File: src/rtl/hilo_muldiv_unit_pkg.sv
// hilo_muldiv_unit_pkg
//   Shared definitions for the HI/LO multiply/divide unit: FSM encoding,
//   command-pair bit indices, default width and the divide-by-zero quotient.
package hilo_muldiv_unit_pkg;

    localparam int DEF_WIDTH = 32;

    // Bit positions inside the MULT/DIV pairs.
    localparam int UNSIGNED_BIT = 1;
    localparam int SIGNED_BIT   = 0;

    // Bit positions inside the MTHL/MFHL pairs.
    localparam int HI_BIT = 1;
    localparam int LO_BIT = 0;

    // Quotient reported for a zero divisor (all ones). Held wide so any
    // WIDTH up to 64 can slice it.
    localparam logic [63:0] DIV0_QUOT = '1;

    typedef enum logic [1:0] {
        ST_IDLE = 2'd0,
        ST_BUSY = 2'd1,
        ST_FIX  = 2'd2
    } state_e;

endpackage

File: src/rtl/hilo_muldiv_unit_if.sv
// hilo_muldiv_unit_if
//   EX-stage command/result bundle between the pipeline and the HI/LO unit.
//   master : pipeline side (drives decoded commands and operands)
//   slave  : HI/LO unit side (returns read data, stall and HI/LO)
interface hilo_muldiv_unit_if
    import hilo_muldiv_unit_pkg::*;
#(
    parameter int WIDTH = DEF_WIDTH
);
    logic             ex_valid;
    logic             cancel;
    logic [1:0]       MULT;        // [1]=multu, [0]=mult
    logic [1:0]       DIV;         // [1]=divu,  [0]=div
    logic [1:0]       MTHL;        // [1]=mthi,  [0]=mtlo
    logic [1:0]       MFHL;        // [1]=mfhi,  [0]=mflo
    logic [WIDTH-1:0] src_a;
    logic [WIDTH-1:0] src_b;
    logic [WIDTH-1:0] hilo_rdata;
    logic             stall;
    logic [WIDTH-1:0] hi;
    logic [WIDTH-1:0] lo;

    modport master (
        output ex_valid, cancel, MULT, DIV, MTHL, MFHL, src_a, src_b,
        input  hilo_rdata, stall, hi, lo
    );

    modport slave (
        input  ex_valid, cancel, MULT, DIV, MTHL, MFHL, src_a, src_b,
        output hilo_rdata, stall, hi, lo
    );
endinterface

File: src/rtl/hilo_muldiv_unit_div_iter_core.sv
// hilo_muldiv_unit_div_iter_core
//   Unsigned restoring divider, one quotient bit per step, WIDTH steps.
//   Ports:
//     clk, resetn        clock, async active-low reset
//     start              load magnitudes, clear counter
//     step               perform one shift/subtract iteration
//     dividend, divisor  unsigned magnitudes loaded on start
//     quot, rem          current quotient / remainder registers
//     done               high on the step that produces the last bit
module hilo_muldiv_unit_div_iter_core
    import hilo_muldiv_unit_pkg::*;
#(
    parameter int WIDTH = DEF_WIDTH
) (
    input  logic             clk,
    input  logic             resetn,
    input  logic             start,
    input  logic             step,
    input  logic [WIDTH-1:0] dividend,
    input  logic [WIDTH-1:0] divisor,
    output logic [WIDTH-1:0] quot,
    output logic [WIDTH-1:0] rem,
    output logic             done
);
    localparam int CW = (WIDTH > 1) ? $clog2(WIDTH) : 1;

    logic [WIDTH-1:0] rem_q;
    logic [WIDTH-1:0] quot_q;   // shifts dividend out, quotient bits in
    logic [WIDTH-1:0] dvs_q;
    logic [CW-1:0]    cnt_q;

    logic [WIDTH:0]   rem_sh;
    logic [WIDTH-1:0] diff;
    logic             take;

    // Partial remainder is always < divisor, so the shifted value needs only
    // one extra bit; when the subtraction is taken its result fits in WIDTH.
    assign rem_sh = {rem_q, quot_q[WIDTH-1]};
    assign take   = rem_sh >= {1'b0, dvs_q};
    assign diff   = rem_sh[WIDTH-1:0] - dvs_q;

    always_ff @(posedge clk or negedge resetn) begin
        if (!resetn) begin
            rem_q  <= '0;
            quot_q <= '0;
            dvs_q  <= '0;
            cnt_q  <= '0;
        end else if (start) begin
            rem_q  <= '0;
            quot_q <= dividend;
            dvs_q  <= divisor;
            cnt_q  <= '0;
        end else if (step) begin
            rem_q  <= take ? diff : rem_sh[WIDTH-1:0];
            quot_q <= {quot_q[WIDTH-2:0], take};
            cnt_q  <= cnt_q + 1'b1;
        end
    end

    assign done = step & (cnt_q == CW'(WIDTH - 1));
    assign quot = quot_q;
    assign rem  = rem_q;

endmodule

File: src/rtl/hilo_muldiv_unit.sv
// hilo_muldiv_unit
//   Execute-stage HI/LO unit: single-cycle mult/multu, iterative div/divu
//   (WIDTH BUSY cycles + one FIX cycle), mthi/mtlo writes and a
//   combinational mfhi/mflo read port.
//   Ports:
//     clk, resetn   pipeline clock, async active-low reset
//     bus (slave)   ex_valid/cancel, MULT/DIV/MTHL/MFHL command pairs,
//                   src_a/src_b operands; returns hilo_rdata, stall, hi, lo
module hilo_muldiv_unit
    import hilo_muldiv_unit_pkg::*;
#(
    parameter int               WIDTH    = DEF_WIDTH,
    parameter logic [WIDTH-1:0] HILO_RST = '0
) (
    input  logic               clk,
    input  logic               resetn,
    hilo_muldiv_unit_if.slave  bus
);
    state_e state_q, state_d;

    logic [WIDTH-1:0] hi_q, lo_q;
    logic             q_neg_q, r_neg_q, dz_q;

    logic             cmd_ok, div_go, div_sgn, a_neg, b_neg;
    logic [WIDTH-1:0] a_mag, b_mag;
    logic             core_step, core_done;
    logic [WIDTH-1:0] core_quot, core_rem, q_fix, r_fix;
    logic             mul_sgn;
    logic [2*WIDTH-1:0] a_ext, b_ext, prod;
    logic             stall, fix_wr;

    assign cmd_ok  = bus.ex_valid & ~bus.cancel;
    assign div_go  = (state_q == ST_IDLE) & cmd_ok & (|bus.DIV);

    // Operand magnitudes; signed only for div.
    assign div_sgn = bus.DIV[SIGNED_BIT];
    assign a_neg   = div_sgn & bus.src_a[WIDTH-1];
    assign b_neg   = div_sgn & bus.src_b[WIDTH-1];
    assign a_mag   = a_neg ? -bus.src_a : bus.src_a;
    assign b_mag   = b_neg ? -bus.src_b : bus.src_b;

    assign core_step = (state_q == ST_BUSY) & ~bus.cancel;

    hilo_muldiv_unit_div_iter_core #(.WIDTH(WIDTH)) u_div_core (
        .clk      (clk),
        .resetn   (resetn),
        .start    (div_go),
        .step     (core_step),
        .dividend (a_mag),
        .divisor  (b_mag),
        .quot     (core_quot),
        .rem      (core_rem),
        .done     (core_done)
    );

    always_ff @(posedge clk or negedge resetn) begin
        if (!resetn) begin
            q_neg_q <= 1'b0;
            r_neg_q <= 1'b0;
            dz_q    <= 1'b0;
        end else if (div_go) begin
            q_neg_q <= a_neg ^ b_neg;
            r_neg_q <= a_neg;
            dz_q    <= ~(|bus.src_b);
        end
    end

    // With a zero divisor the core leaves rem = |src_a|; restoring the
    // dividend sign yields the original src_a, so only LO needs overriding.
    assign q_fix = dz_q    ? DIV0_QUOT[WIDTH-1:0]
                 : q_neg_q ? -core_quot : core_quot;
    assign r_fix = r_neg_q ? -core_rem : core_rem;

    // Sign- or zero-extend to 2*WIDTH; the low 2*WIDTH bits of the product
    // are correct for both signed and unsigned operands.
    assign mul_sgn = bus.MULT[SIGNED_BIT];
    assign a_ext   = {{WIDTH{mul_sgn & bus.src_a[WIDTH-1]}}, bus.src_a};
    assign b_ext   = {{WIDTH{mul_sgn & bus.src_b[WIDTH-1]}}, bus.src_b};
    assign prod    = a_ext * b_ext;

    // FSM: state register
    always_ff @(posedge clk or negedge resetn) begin
        if (!resetn) state_q <= ST_IDLE;
        else         state_q <= state_d;
    end

    // FSM: next state
    always_comb begin
        state_d = state_q;
        case (state_q)
            ST_IDLE: if (div_go) state_d = ST_BUSY;
            ST_BUSY: begin
                if (bus.cancel)     state_d = ST_IDLE;
                else if (core_done) state_d = ST_FIX;
            end
            ST_FIX:  state_d = ST_IDLE;
            default: state_d = ST_IDLE;
        endcase
    end

    // FSM: outputs. Issue-cycle stall is combinational so the divide holds
    // in EX from its first cycle; FIX releases the pipeline.
    always_comb begin
        stall  = 1'b0;
        fix_wr = 1'b0;
        case (state_q)
            ST_IDLE: stall  = div_go;
            ST_BUSY: stall  = ~bus.cancel;
            ST_FIX:  fix_wr = ~bus.cancel;
            default: ;
        endcase
    end

    // HI/LO registers. DIV > MULT > MTHL when several bits are set.
    always_ff @(posedge clk or negedge resetn) begin
        if (!resetn) begin
            hi_q <= HILO_RST;
            lo_q <= HILO_RST;
        end else if (fix_wr) begin
            lo_q <= q_fix;
            hi_q <= r_fix;
        end else if ((state_q == ST_IDLE) && cmd_ok && !(|bus.DIV)) begin
            if (|bus.MULT) begin
                {hi_q, lo_q} <= prod;
            end else begin
                if (bus.MTHL[HI_BIT]) hi_q <= bus.src_a;
                if (bus.MTHL[LO_BIT]) lo_q <= bus.src_a;
            end
        end
    end

    assign bus.hilo_rdata = bus.MFHL[HI_BIT] ? hi_q
                          : bus.MFHL[LO_BIT] ? lo_q : '0;
    assign bus.stall = stall;
    assign bus.hi    = hi_q;
    assign bus.lo    = lo_q;

endmodule

File: src/flat_wrapper.sv
// flat-port wrapper written by rule: the top's interface ports become plain ports
module hilo_muldiv_unit_flat import hilo_muldiv_unit_pkg::*;
#(
    parameter int               WIDTH    = DEF_WIDTH,
    parameter logic [WIDTH-1:0] HILO_RST = '0
)
  (clk, resetn, bus_ex_valid, bus_cancel, bus_MULT, bus_DIV, bus_MTHL, bus_MFHL, bus_src_a, bus_src_b, bus_hilo_rdata, bus_stall, bus_hi, bus_lo);
  hilo_muldiv_unit_if #(.WIDTH(WIDTH)) bus_i ();
  input  logic clk;
  input  logic resetn;
  input wire logic [$bits(bus_i.ex_valid)-1:0] bus_ex_valid;
  input wire logic [$bits(bus_i.cancel)-1:0] bus_cancel;
  input wire logic [$bits(bus_i.MULT)-1:0] bus_MULT;
  input wire logic [$bits(bus_i.DIV)-1:0] bus_DIV;
  input wire logic [$bits(bus_i.MTHL)-1:0] bus_MTHL;
  input wire logic [$bits(bus_i.MFHL)-1:0] bus_MFHL;
  input wire logic [$bits(bus_i.src_a)-1:0] bus_src_a;
  input wire logic [$bits(bus_i.src_b)-1:0] bus_src_b;
  output wire logic [$bits(bus_i.hilo_rdata)-1:0] bus_hilo_rdata;
  output wire logic [$bits(bus_i.stall)-1:0] bus_stall;
  output wire logic [$bits(bus_i.hi)-1:0] bus_hi;
  output wire logic [$bits(bus_i.lo)-1:0] bus_lo;
  assign bus_i.ex_valid = bus_ex_valid;
  assign bus_i.cancel = bus_cancel;
  assign bus_i.MULT = bus_MULT;
  assign bus_i.DIV = bus_DIV;
  assign bus_i.MTHL = bus_MTHL;
  assign bus_i.MFHL = bus_MFHL;
  assign bus_i.src_a = bus_src_a;
  assign bus_i.src_b = bus_src_b;
  assign bus_hilo_rdata = bus_i.hilo_rdata;
  assign bus_stall = bus_i.stall;
  assign bus_hi = bus_i.hi;
  assign bus_lo = bus_i.lo;
  hilo_muldiv_unit #(.WIDTH(WIDTH), .HILO_RST(HILO_RST)) u_core (.clk(clk), .resetn(resetn), .bus(bus_i));
endmodule
File: config.mk
export PLATFORM = sky130hd
export DESIGN_NAME = hilo_muldiv_unit_flat
export DESIGN_NICKNAME = d
export VERILOG_FILES = /design/src/rtl/hilo_muldiv_unit_pkg.sv /design/src/rtl/hilo_muldiv_unit_if.sv /design/src/rtl/hilo_muldiv_unit_div_iter_core.sv /design/src/rtl/hilo_muldiv_unit.sv /design/src/flat_wrapper.sv
export SDC_FILE = /design/constraint.sdc
export NUM_CORES = 2
export LEC_CHECK = 0
export ABC_AREA = 1
export BUFFER_PORTS_ARGS = -buffer_cell sky130_fd_sc_hd__buf_2
export CAP_MARGIN = 20
export CORE_MARGIN = 5
export CORE_UTILIZATION = 35
export CTS_CLUSTER_DIAMETER = 40
export CTS_CLUSTER_SIZE = 14
export DETAILED_ROUTE_END_ITERATION = 10
export SLEW_MARGIN = 20
export SYNTH_ARGS = -nofsm -noshare
export SYNTH_HDL_FRONTEND = slang
export SYNTH_SLANG_ARGS = --single-unit
File: constraint.sdc
create_clock -name clk -period 4.1 [get_ports clk]
set_input_delay 0 -clock clk [delete_from_list [all_inputs] [get_ports clk]]
set_output_delay 0 -clock clk [all_outputs]
set_load 0.01 [all_outputs]
==> flow_metrics.env <==
export IMPL_wire_per_inst_um=21.04
export IMPL_hold_class="primary input to async pin"
export IMPL_grt_pass1_vias=51870
export IMPL_cp_start_kind="primary input"
export IMPL_synth_distinct_cells=54
export IMPL_gp_congestion=0.9561
export IMPL_setup_viol=56
export IMPL_core_area_um2=153700
export IMPL_numPortBuffers=172
export IMPL_maxCapViolCount=0
export IMPL_cts_tree="built"
export IMPL_hold_ws_ns=0.007617
export IMPL_yosysWarnings=0
export IMPL_reg2reg_to="u_core.u_div_core.rem[28]"
export IMPL_synth_edf_count=0
export IMPL_grt_usage_pct=25.99
export IMPL_drive_gt1_share_pct=22.18
export IMPL_fp_dieH_um=402.8
export IMPL_cp_data_arrival_time_ns=6.82
export IMPL_clock_skew_ns=0.01550
export IMPL_cts_root_buffer="clkbuf_16"
export IMPL_reg2reg_from="u_core.u_div_core.quot[31]"
export IMPL_tightest_slew_ns=0.9214
export IMPL_fin_crit_sh_pct=156.1
export IMPL_grt_max_degree=124
export IMPL_syn_instance_count=7348
export IMPL_wirelength_um=211800
export IMPL_drt_iter0_drc=4322
export IMPL_ys_ff_latch=170
export IMPL_rrSetupSlack_ns=0.84
export IMPL_setup_tns_ns=-111.76
export IMPL_die_w_um=402.8
export IMPL_async_reset_ff_share_pct=100.0
export IMPL_antenna_found_initial=9
export IMPL_fin_ws_ns=-2.300
export IMPL_clock_fmax_mhz=156.2
export IMPL_cts_inserted_buffers=17
export IMPL_n_fill_cell=15310
export IMPL_clock_latency_ns=0.49
export IMPL_seq_area_frac_synth_pct=7.877
export IMPL_rsz0062_at_grt="true"
export IMPL_drc=0
export IMPL_via_count=50070
export IMPL_cp_data_required_time_ns=4.51
export IMPL_slew_headroom_pct=38.57
export IMPL_grt_remaining_overflow=0
export IMPL_antenna_left=0
export IMPL_die_area_um2=162300
export IMPL_critPathMaxFanout=5
export IMPL_worst_setup_path_type="primary input to flop"
export IMPL_htreeDepth=4
export IMPL_synth_flop_cell="dfrtp_1"
export IMPL_rows=144
export IMPL_synth_area_per_cell_um2=7.350
export IMPL_nNetsFinal=9452
export IMPL_synthesis_area_um2=54010
export IMPL_most_common_layout_cells="inv_1, nand2_1, fa_1"
export IMPL_vias_per_cell=4.975
export IMPL_slew_viol_final=0
export IMPL_area_growth_pct=27.13
export IMPL_status="complete, but fails checks"
export IMPL_cpPeakStageDelay_ns=0.61
export IMPL_initial_core_util_pct=35.14
export IMPL_ios=173
export IMPL_grt_pass1_wl_um=322300
export IMPL_violations="setup timing"
export IMPL_hold_violations=0
export IMPL_fin_crit_ns=6.400
export IMPL_ff2ff_path_depth=16
export IMPL_first_pass_iters=5
export IMPL_final_common_cell="inv_1"
export IMPL_hpwl_um=176500
export IMPL_clockBufferDepth=2
export IMPL_clock_sinks=170
export IMPL_clkTransAtPathRegs_ns=0.09
export IMPL_end_kind="flop"
export IMPL_cp_slowest_cell="fa_2"
export IMPL_synth_nets=8800
## what timing repair did
| action | 4_1_cts | 5_1_grt |
|---|---|---|
| buffers inserted | 101 | 19 |
| resized for setup | 696 | 212 |
| pin swaps | 274 | 126 |
| endpoints found under the hold margin | 48 | 0 |
| endpoints found under the setup margin | 57 | 57 |
| hold buffers | 2 | 0 |
| gates cloned | 15 | 3 |
## stage by stage
| step | setup WS [ns] | cells | area [um2] | utilization [%] |
|---|---|---|---|---|
| final | -2.300 | 10070 | 68660 | 44.67 |
| after floorplan | -2.507 | 7348 | 56780 | - |
| after global placement | -3.436 | 9888 | 63240 | 41.15 |
| after CTS | -2.260 | 10040 | 67680 | 44.04 |
| after global routing | -2.509 | 10060 | 68640 | 44.66 |
| after detailed placement | -3.456 | 9888 | 63240 | 41.15 |
## cells by family after synthesis
group	synth area share, %
AO/OA/AOI/OAI	6.471
XOR/XNOR	1.200
adder cells (fa/ha/maj)	47.53
buffers and inverters	16.32
flip-flops	7.877
AND/OR/NAND/NOR	20.60
## registers in the layout, summed over array words and instances, names as in the netlist
register	flops
u_core.bus.hi	32
u_core.bus.lo	32
u_core.u_div_core.dvs_q	32
u_core.u_div_core.quot	32
u_core.u_div_core.rem	32
u_core.u_div_core.cnt_q	5
u_core.state_q	2
u_core.dz_q	1
u_core.q_neg_q	1
u_core.r_neg_q	1
## worst max-delay path: cells and delay by family
family | cells | cell delay, ns
adder cells (fa/ha/maj) | 9 | 4.55
buffers and inverters | 8 | 0.81
AND/OR/NAND/NOR | 11 | 1.28
AO/OA/AOI/OAI | 1 | 0.15
## metal layers
metal | GRT usage (%) | share of wire (%)
met1 | 36.87 | 43
met3 | 4.098 | 8.1
met4 | 8.010 | 3.6
met5 | 0 | 0.0061
met2 | 40.94 | 45
## area by class of cell
class,instances,area [um2],area share [%]
multi-input combinational,4850,44380,64.64
timing repair buffer,979,9314,13.57
inverter,1982,7483,10.90
sequential,170,4254,6.196
tap,2044,2557,3.725
clock buffer,17,425.4,0.6196
clock inverter,15,217.7,0.3171
antenna,9,22.52,0.03280
## synthesized netlist by cell type, types with 8 or more instances
| cell type | instances | area [um2] |
|---|---|---|
| o21ai_0 | 241 | 1206 |
| fa_1 | 1126 | 22540 |
| a21oi_1 | 219 | 1096 |
| nor3_1 | 40 | 200.2 |
| xor2_1 | 54 | 473.0 |
| buf_1 | 84 | 315.3 |
| nand3_1 | 258 | 1291 |
| or2_2 | 9 | 56.30 |
| nor2_1 | 387 | 1453 |
| nand4_1 | 41 | 256.5 |
| inv_1 | 1967 | 7383 |
| nand2_1 | 1998 | 7500 |
| buf_4 | 8 | 60.06 |
| o22ai_1 | 27 | 168.9 |
| clkbuf_1 | 236 | 885.9 |
| ha_1 | 250 | 3128 |
| o221ai_1 | 23 | 201.4 |
| o211ai_1 | 28 | 210.2 |
| xnor2_1 | 20 | 175.2 |
| o21ai_1 | 20 | 100.1 |
| a31oi_1 | 10 | 62.56 |
| buf_2 | 16 | 80.08 |
| o21bai_1 | 20 | 150.1 |
| dfrtp_1 | 170 | 4254 |
| inv_2 | 13 | 48.80 |
## worst max-delay path by stage
stage / startpoint / endpoint / slack, ns / cells after the start
6_report: bus_src_a[31] / u_core.bus.hi[28] / -2.30 / 29
5_1_grt: bus_src_a[31] / u_core.bus.hi[28] / -2.51 / 31
4_1_cts: bus_src_a[31] / u_core.bus.hi[31] / -2.26 / 33
3_5_place_dp: bus_MULT[0] / u_core.bus.hi[28] / -3.46 / 29
3_3_place_gp: bus_MULT[0] / u_core.bus.hi[28] / -3.44 / 29
2_1_floorplan: bus_MULT[0] / u_core.bus.hi[31] / -2.51 / 31
Power is left out: the tool's default activity adds up to more than one toggle a clock period on the data nets, which glitch-free logic cannot reach.
